### src/rtl/rv32_bp_pkg.sv
// Shared definitions for the RV32 branch predictor: counter encodings,
// the BTB entry view and helpers that derive index/tag widths.
package rv32_bp_pkg;

  // 2-bit saturating direction counter states
  localparam logic [1:0] CTR_SNT = 2'b00;
  localparam logic [1:0] CTR_WNT = 2'b01;
  localparam logic [1:0] CTR_WT  = 2'b10;
  localparam logic [1:0] CTR_ST  = 2'b11;

  // Widest datapath the entry view is sized for; narrower designs zero-extend
  localparam int BP_MAX_XLEN = 64;

  typedef struct packed {
    logic                   valid;
    logic                   jump;
    logic [BP_MAX_XLEN-1:0] tag;
    logic [BP_MAX_XLEN-1:0] target;
  } btb_entry_t;

  // Number of PC bits used to select a table entry
  function automatic int bp_idx_width(input int entries);
    return $clog2(entries);
  endfunction

  // Remaining upper PC bits kept as the tag (word-aligned PCs drop bits 1:0)
  function automatic int bp_tag_width(input int xlen, input int entries);
    return xlen - $clog2(entries) - 2;
  endfunction

endpackage

### src/rtl/rv32_bp_counter.sv
// Next-state logic of a 2-bit saturating taken/not-taken counter.
module rv32_bp_counter
  import rv32_bp_pkg::*;
(
  input  logic [1:0] ctr,
  input  logic       taken,
  output logic [1:0] ctr_next
);

  // Step toward strongly-taken or strongly-not-taken, holding at the ends
  always_comb begin
    ctr_next = ctr;
    unique case (ctr)
      CTR_SNT: ctr_next = taken ? CTR_WNT : CTR_SNT;
      CTR_WNT: ctr_next = taken ? CTR_WT  : CTR_SNT;
      CTR_WT:  ctr_next = taken ? CTR_ST  : CTR_WNT;
      CTR_ST:  ctr_next = taken ? CTR_ST  : CTR_WT;
      default: ctr_next = CTR_WNT;
    endcase
  end

endmodule

### src/rtl/rv32_branch_predictor.sv
// Direct-mapped BTB with per-entry 2-bit direction counters. Fetch looks up
// combinationally; execute resolves, trains the table and raises a
// registered redirect on mispredict. Also keeps saturating perf counters.
module rv32_branch_predictor
  import rv32_bp_pkg::*;
#(
  parameter int XLEN    = 32,
  parameter int ENTRIES = 16,
  parameter int CNT_W   = 32
) (
  input  logic             clk,
  input  logic             rst_n,
  input  logic [XLEN-1:0]  f_pc,
  output logic             pred_taken,
  output logic [XLEN-1:0]  pred_target,
  input  logic             e_valid,
  input  logic [XLEN-1:0]  e_pc,
  input  logic             e_is_branch,
  input  logic             e_is_jump,
  input  logic             e_taken,
  input  logic [XLEN-1:0]  e_target,
  input  logic             e_pred_taken,
  input  logic [XLEN-1:0]  e_pred_target,
  output logic             mispredict,
  output logic [XLEN-1:0]  redirect_pc,
  output logic [CNT_W-1:0] stat_ctl,
  output logic [CNT_W-1:0] stat_mis
);

  localparam int IDX_W = bp_idx_width(ENTRIES);
  localparam int TAG_W = bp_tag_width(XLEN, ENTRIES);

  // Control state is reset; tag/target payload is not
  logic             valid_q  [ENTRIES];
  logic             jump_q   [ENTRIES];
  logic [1:0]       ctr_q    [ENTRIES];
  logic [TAG_W-1:0] tag_q    [ENTRIES];
  logic [XLEN-1:0]  target_q [ENTRIES];

  logic [IDX_W-1:0] f_idx;
  logic [TAG_W-1:0] f_tag;
  logic [IDX_W-1:0] e_idx;
  logic [TAG_W-1:0] e_tag;

  assign f_idx = f_pc[IDX_W+1:2];
  assign f_tag = f_pc[XLEN-1:IDX_W+2];
  assign e_idx = e_pc[IDX_W+1:2];
  assign e_tag = e_pc[XLEN-1:IDX_W+2];

  btb_entry_t rd_entry;
  logic       f_hit;
  logic       bp_unused;

  // Assemble the entry selected by the fetch PC and form the prediction
  always_comb begin
    rd_entry        = '0;
    rd_entry.valid  = valid_q[f_idx];
    rd_entry.jump   = jump_q[f_idx];
    rd_entry.tag    = BP_MAX_XLEN'(tag_q[f_idx]);
    rd_entry.target = BP_MAX_XLEN'(target_q[f_idx]);
    f_hit           = rd_entry.valid & (rd_entry.tag == BP_MAX_XLEN'(f_tag));
    pred_taken      = f_hit & (rd_entry.jump | ctr_q[f_idx][1]);
    pred_target     = pred_taken ? rd_entry.target[XLEN-1:0] : f_pc + XLEN'(4);
  end

  assign bp_unused = &{1'b0, rd_entry.target, f_pc[1:0], e_pc[1:0]};

  logic            is_cf;
  logic            is_jump;
  logic            taken;
  logic            e_hit;
  logic [XLEN-1:0] correct_pc;
  logic            mis_now;
  logic            tbl_write;
  logic            tbl_inval;
  logic [1:0]      ctr_step;
  logic [1:0]      ctr_new;

  rv32_bp_counter u_counter (
    .ctr      (ctr_q[e_idx]),
    .taken    (e_taken),
    .ctr_next (ctr_step)
  );

  // Resolve the executed instruction: true outcome, mispredict and table action
  always_comb begin
    is_cf      = e_is_branch | e_is_jump;
    is_jump    = e_is_jump;
    taken      = is_cf & e_taken;
    e_hit      = valid_q[e_idx] & (tag_q[e_idx] == e_tag);
    correct_pc = taken ? e_target : e_pc + XLEN'(4);
    mis_now    = e_valid & ((e_pred_taken != taken) |
                            (taken & (e_pred_target != e_target)));
    tbl_write  = e_valid & is_cf;
    tbl_inval  = e_valid & ~is_cf & e_pred_taken & e_hit;
    if (is_jump)
      ctr_new = CTR_ST;
    else if (e_hit)
      ctr_new = ctr_step;
    else
      ctr_new = e_taken ? CTR_WT : CTR_WNT;
  end

  // Valid/jump/counter state: trained on resolved control flow, dropped when stale
  always_ff @(posedge clk or negedge rst_n) begin
    if (!rst_n) begin
      for (int i = 0; i < ENTRIES; i++) begin
        valid_q[i] <= 1'b0;
        jump_q[i]  <= 1'b0;
        ctr_q[i]   <= CTR_WNT;
      end
    end else if (tbl_write) begin
      valid_q[e_idx] <= 1'b1;
      jump_q[e_idx]  <= is_jump;
      ctr_q[e_idx]   <= ctr_new;
    end else if (tbl_inval) begin
      valid_q[e_idx] <= 1'b0;
    end
  end

  // Tag and target payload; meaningless until the matching valid bit is set
  always_ff @(posedge clk) begin
    if (tbl_write) begin
      tag_q[e_idx]    <= e_tag;
      target_q[e_idx] <= e_target;
    end
  end

  // Registered redirect: one-cycle mispredict pulse, PC held between resolutions
  always_ff @(posedge clk or negedge rst_n) begin
    if (!rst_n) begin
      mispredict  <= 1'b0;
      redirect_pc <= '0;
    end else begin
      mispredict <= mis_now;
      if (e_valid)
        redirect_pc <= correct_pc;
    end
  end

  // Saturating performance counters
  always_ff @(posedge clk or negedge rst_n) begin
    if (!rst_n) begin
      stat_ctl <= '0;
      stat_mis <= '0;
    end else begin
      if (tbl_write && (stat_ctl != '1))
        stat_ctl <= stat_ctl + CNT_W'(1);
      if (mis_now && (stat_mis != '1))
        stat_mis <= stat_mis + CNT_W'(1);
    end
  end

endmodule

### config.mk
export PLATFORM = sky130hd
export DESIGN_NAME = rv32_branch_predictor
export DESIGN_NICKNAME = d
export VERILOG_FILES = /design/src/rtl/rv32_bp_pkg.sv /design/src/rtl/rv32_bp_counter.sv /design/src/rtl/rv32_branch_predictor.sv
export SDC_FILE = /design/constraint.sdc
export NUM_CORES = 2
export LEC_CHECK = 0
export ABC_AREA = 1
export BUFFER_PORTS_ARGS = -buffer_cell sky130_fd_sc_hd__buf_4
export CORE_ASPECT_RATIO = 0.5
export CORE_MARGIN = 3
export CORE_UTILIZATION = 50
export CTS_BUF_LIST = sky130_fd_sc_hd__clkbuf_8
export DETAILED_ROUTE_END_ITERATION = 7
export GPL_TIMING_DRIVEN = 0
export PLACE_DENSITY_LB_ADDON = 0.1
export SLEW_MARGIN = 25
export SYNTH_ARGS = -nofsm -noshare
export SYNTH_HDL_FRONTEND = slang
export SYNTH_SLANG_ARGS = --single-unit
### constraint.sdc
create_clock -name clk -period 7.4 [get_ports clk]
set_clock_uncertainty 0.15 [all_clocks]
set_input_delay 1.48 -clock clk [delete_from_list [all_inputs] [get_ports clk]]
set_output_delay 1.48 -clock clk [all_outputs]
set_load 0.03 [all_outputs]
* Word level (Yosys, flattened, before mapping)
Memories as Yosys holds them, arrays and structs flattened.
Index checks and enable logic that the tools add are counted.
** Cells by class
- Add/sub/neg operators :: 4
- Magnitude comparators :: 3
- Eq/ne operators :: 9
- Mux-type cells :: 35
- Bitwise operators :: 19
- Reductions and logical operators :: 5
** Operators by type and width (count)
- 32-bit by 1-bit adder with 32-bit output, second input constant :: 2
- 32-bit by 3-bit adder with 32-bit output, second input constant :: 2
- 32-bit two-way mux :: 2
- 32-bit inequality test, second input constant :: 2
- 26-bit equality test :: 2
- 32-bit bitwise mux :: 1
- 16-bit two-way mux :: 2
- 32-bit inequality test :: 1
- 2-bit two-way mux :: 10
- 16-bit AND :: 1
- 2-bit binary-select mux with 4-bit select :: 2
- 16-bit bitwise mux :: 1
- 16-bit NOT :: 1
- 16-bit OR :: 1
- 1-bit binary-select mux with 4-bit select :: 3
- 1-bit two-way mux :: 11
- 1-bit AND :: 10
- 5-bit greater-or-equal comparator, second input constant :: 2
- 4-bit NOT with 5-bit output :: 2
- 2-bit demux with 4-bit select :: 1
- 2-bit case mux with 4 select lines :: 1
- 5-bit by 1-bit < comparator with 1-bit output, second input constant :: 1
- 1-bit demux with 4-bit select :: 1
- 2-bit equality test, second input constant :: 2
- 7 further kinds :: 11
** Storage, ports and cells
- Bits in registers :: 161
- RAM bits :: 928
- Input port bits :: 135
- Output and inout bits :: 130
- Memories :: 2
** Memory list
- target_q :: depth 16, bits a word 32, read ports 1, clocked after Yosys merged registers in 0, wr ports 1, RTL line rv32_branch_predictor.sv:38 : logic [XLEN-1:0] target_q [ENTRIES];
- tag_q :: depth 16, bits a word 26, read ports 2, clocked after Yosys merged registers in 0, wr ports 1, RTL line rv32_branch_predictor.sv:37 : logic [TAG_W-1:0] tag_q [ENTRIES];

* Longest topological paths before layout
- Depth after elaboration :: 9
- Gate-level depth with buffers :: 23
- Gate-level depth less buffers :: 20

* Modules after synthesis
Synthesis repeated with hierarchy kept, for this count alone.
** Second synthesis, totals
- Cells, all modules :: 5690
- Area, all modules :: 52972.1 um^2
** Modules (own cells, without submodules)
- rv32_branch_predictor :: instances 1, cells an instance 5685, area each 52950.8 um^2, sequential area each 31915.6 um^2
- rv32_bp_counter :: instances 1, cells an instance 5, area each 21.3 um^2, sequential area each 0.0 um^2

* Least setup slack after synthesis
No wires, ideal clock.
- Path kind :: input to output
- Start :: input f_pc[2]
- End :: output pred_target[5]
- Data arrival time :: 3804 ps
- Setup slack :: 1966 ps
- Stages on the path :: 17
- Buffers on the path :: 6
- Cells stage by stage :: buf_6 > buf_6 > buf_6 > buf_6 > buf_4 > o21ai_0 > nand3_1 > nand3_1 > nand3_1 > o21ai_0 > nor2_1 > nand3_1 > nor2_1 > nand2_2 > nor2_4 > buf_4 > o21ai_0
** Between the ends
- Cells in the longest elaborated chain, start to end :: 7
- Elaborated cells on any way between the ends :: 18
** RTL lines
- from (decl) :: RTL line rv32_branch_predictor.sv:13 : input logic [XLEN-1:0] f_pc,
- parallel branches: the longest is 6 deep, another holds memory read 16 x 26 bit
- 32-bit two-way mux (*) :: RTL line rv32_branch_predictor.sv:63 : pred_target = pred_taken ? rd_entry.target[XLEN-1:0] : f_pc + XLEN'(4);
- to (decl) :: RTL line rv32_branch_predictor.sv:15 : output logic [XLEN-1:0] pred_target,
Every way passes the cells marked *. The select of a mux whose other input is x is not followed.

* Final worst setup path
- Start :: input f_pc[4]
- End :: output pred_target[21]
Same word-level chain as after synthesis.

==> results.toml <==
[synthesis]
synth-main-ff-cell = "edfxtp_1"
synthCells = 5590
synth.area.top_cells = "edfxtp_1 53%, nand2_1 10%, dfrtp_1 6.9%"
yosys.area.top_type = "edfxtp_1"
synthTopCellsByCount = "1403 x nand2_1, 928 x edfxtp_1, 589 x o21ai_0"
synth_area_per_cell_um2 = 9.386
yosysMostFrequentCell = "nand2_1"
ys_ff_latch = 1089
synth_edf_count = 928
synth_top_area_share_pct = 53.11
synth_warnings = 0
synthDistinctLibCells = 50
yosysSeqAreaShare_pct = 60.83
synthesis.nets = 5732
syn-cell-area_um2 = 52470
postSynth.asyncResetShare_pct = 14.78

[clock_tree]
clkSinkCount = 1089
clkTransAtPathRegs_ps = 70
cts_buffers = 160
cts-root-buf = "clkbuf_8"
clk_latency_ps = 930
cts_buffer_depth = 3
htreeDepth = 4
cts_tree = "done"
hold_buffers = 0

[critical_path]
critical_path_required_ps = 5770
r2r_setup_slack_ps = 4180
reg2reg_to = "ctr_q[25]"
critPathLaunchType = "input pin"
slowest_stage = "nor3_1"
critPathMostFrequentCell = "nand3_1"
crit_path_max_incr_delay_ps = 670
path_cells = "buf_2 > clkinvlp_4 > buf_2 > clkdlybuf4s15_2 > nand3_1 > nand3_1 > nand3_1 > nand2_1 > nor2_1 > nand3_1 > nor2_1 > nand2_2 > buf_2 > nor3_1 > nor2_1 > buf_4"
critPathCaptureType = "primary output"
cp_data_arrival_time_ps = 5870
rr_startpoint = "tag_q[13][23]"
crit_type = "in2out"
reg2regPathDepth = 18
path_max_fanout = 10

[timing]
drv_slew = 0
worst_pin_slew_ps = 1275
finalWorstSetupSlack_ps = -104.3
setup_tns_ps = -259.0
hold_viol = 0
setup_viol = 5
period_minus_slack_ps = 7504
grt_setup_unrepaired = "false"
max_freq_mhz = 133.3
period_share_pct = 101.4
max_slew_margin_pct = 14.97

[floorplanning]
ios = 265
core_um2 = 103300
dieArea_um2 = 109100
start_util_pct = 50.78
fp.dieW_um = 464.1
rows = 83
die_h_um = 235.1

[drt]
finalWirelength_mm = 225.0
first_pass_iters = 8
drc_errors = 3
drt_iter0_markers = 8110
postRouteAntennaNets = 0
via_count = 46450
vias_per_cell = 6.130
wl_per_cell_um = 29.69

[placed_design]
place.gp.congestion = 1.012
numPortBuffers = 263
dp_hpwl_mm = 150.8
place_inst = 7276
placed_area_um2 = 56860

[pwr]
powerDensity_nw_per_um2 = 237.4
p_total_w = 0.01428
ir_drop_mv = 0.1952
leakagePower_nw = 24.67

[global_routing]
grt_pass1_vias = 42890
antenna_found_initial = 19
grt_max_degree = 83
overflow = 0
grt_pass1_wl_mm = 312.2
track_usage_pct = 40.15

[layout]
layout.cells.non_filler = 7578
syn2layout_area_growth_pct = 14.63
drive_above_1_share_pct = 12.09
nets = 6178
fin_area_um2 = 60140
fillers = 9108

[hold_path]
hold_end = "ctr_q[30]"
hold_depth = 2
worstHoldStart = "ctr_q[30]"
holdCritPathClass = "reg2reg"

[status]
violations = "design-rule violations, negative setup slack"
outcome = "complete, but fails checks"

[job]
maxCapViolations = 0
[stage by stage]
step,hold slack [ps],utilization (%),setup WS (ps)
4_1_cts,323.8,58.18,82.87
5_1_grt,335.7,58.19,8.068
3_5_place_dp,312.3,55.03,-353.1
6_report,322.6,58.20,-104.3
2_1_floorplan,291.7,-,1966
3_3_place_gp,309.0,54.38,-3163
[worst max-delay path by stage]
stage                      endpoint  startpoint  slack, ps
floorplan            pred_target[5]     f_pc[2]       1970
global placement          jump_q[0]     e_valid      -3160
detailed placement   pred_target[5]     f_pc[5]       -350
CTS                  pred_target[5]     f_pc[4]         80
global route         pred_target[5]     f_pc[4]          8
finish              pred_target[21]     f_pc[4]       -100
[registers in the layout (all words and copies together), names as in the netlist, named ones only]
name / count
ctr_q: 32
target_q: 512
stat_mis: 32
jump_q: 16
redirect_pc: 32
tag_q: 416
stat_ctl: 32
mispredict: 1
[layout by cell type (no fill, tap or decap), types with 5 or more instances in the layout]
master and n:
a21oi_1 190, a31oi_1 7, buf_1 13, buf_16 19
buf_2 111, buf_4 280, buf_6 21, bufinv_16 8
clkbuf_1 132, clkbuf_2 11, clkbuf_8 178, clkinv_1 26
clkinv_2 18, dfrtp_1 145, dfstp_2 16, diode_2 7
edfxtp_1 928, ha_1 7, inv_1 559, inv_2 9
inv_6 19, nand2_1 1402, nand2_2 8, nand3_1 349
nand3_2 6, nand4_1 31, nor2_1 584, nor2_2 7
nor3_1 50, nor3_2 5, nor4_1 14, o211ai_1 54
o21ai_0 589, o21ai_1 59, o221ai_1 50, o22ai_1 92
xnor2_1 24, xor2_1 98
[area by class of cell]
type                            count  area, µm²  share of cell area [%]
Buffer                            310       1564                   2.601
Multi-Input combinational cell   3659      17050                   28.35
Sequential cell                  1089      31920                   53.07
Clock buffer                      178       2450                   4.073
Antenna cell                        7      17.52                 0.02913
Tap cell                         1402       1754                   2.917
Timing Repair Buffer              284       2545                   4.232
Inverter                          532       2076                   3.451
Clock inverter                    117      767.0                   1.275
[per-layer routing]
metal  part of all wire, %  up-vias  GRT usage [%]
li1                      -    19850              -
met1                    38    22310          55.12
met3                    15      695          12.72
met2                    41     3577          56.95
met5                 0.050        -              0
met4                   6.1       18          21.20
[report_power, final]
group          leakage, nW  internal, W  switching (W)  total (W)
registers             10.3      0.00691       0.000156    0.00707
logic                 12.5     0.000550        0.00152    0.00208
clock network         1.85      0.00251        0.00262    0.00513
[critical path, delay by kind of cell]
family | cells | cell delay, ps
AND/OR/NAND/NOR | 10 | 2270
buffers and inverters | 6 | 2090
[kinds of logic (layout without fill, tap and decap cells)]
| group | after synthesis | in the layout | synth area share [%] |
|---|---|---|---|
| fa+ha+maj | 7 | 7 | 0.1669 |
| other cells | 0 | 7 | 0 |
| flops | 1089 | 1089 | 60.83 |
| simple gates | 2477 | 2477 | 19.27 |
| buf+inv | 842 | 1421 | 6.711 |
| xor+xnor | 122 | 122 | 2.037 |
| compound gates | 1053 | 1053 | 10.98 |
[what timing repair did]
action,in CTS,in global routing
endpoints found under the hold margin,0,0
endpoints found under the setup margin,17,10
buffers inserted,0,0
gates resized for setup,9,15
No activity file was read; power rests on OpenSTA's default activity.
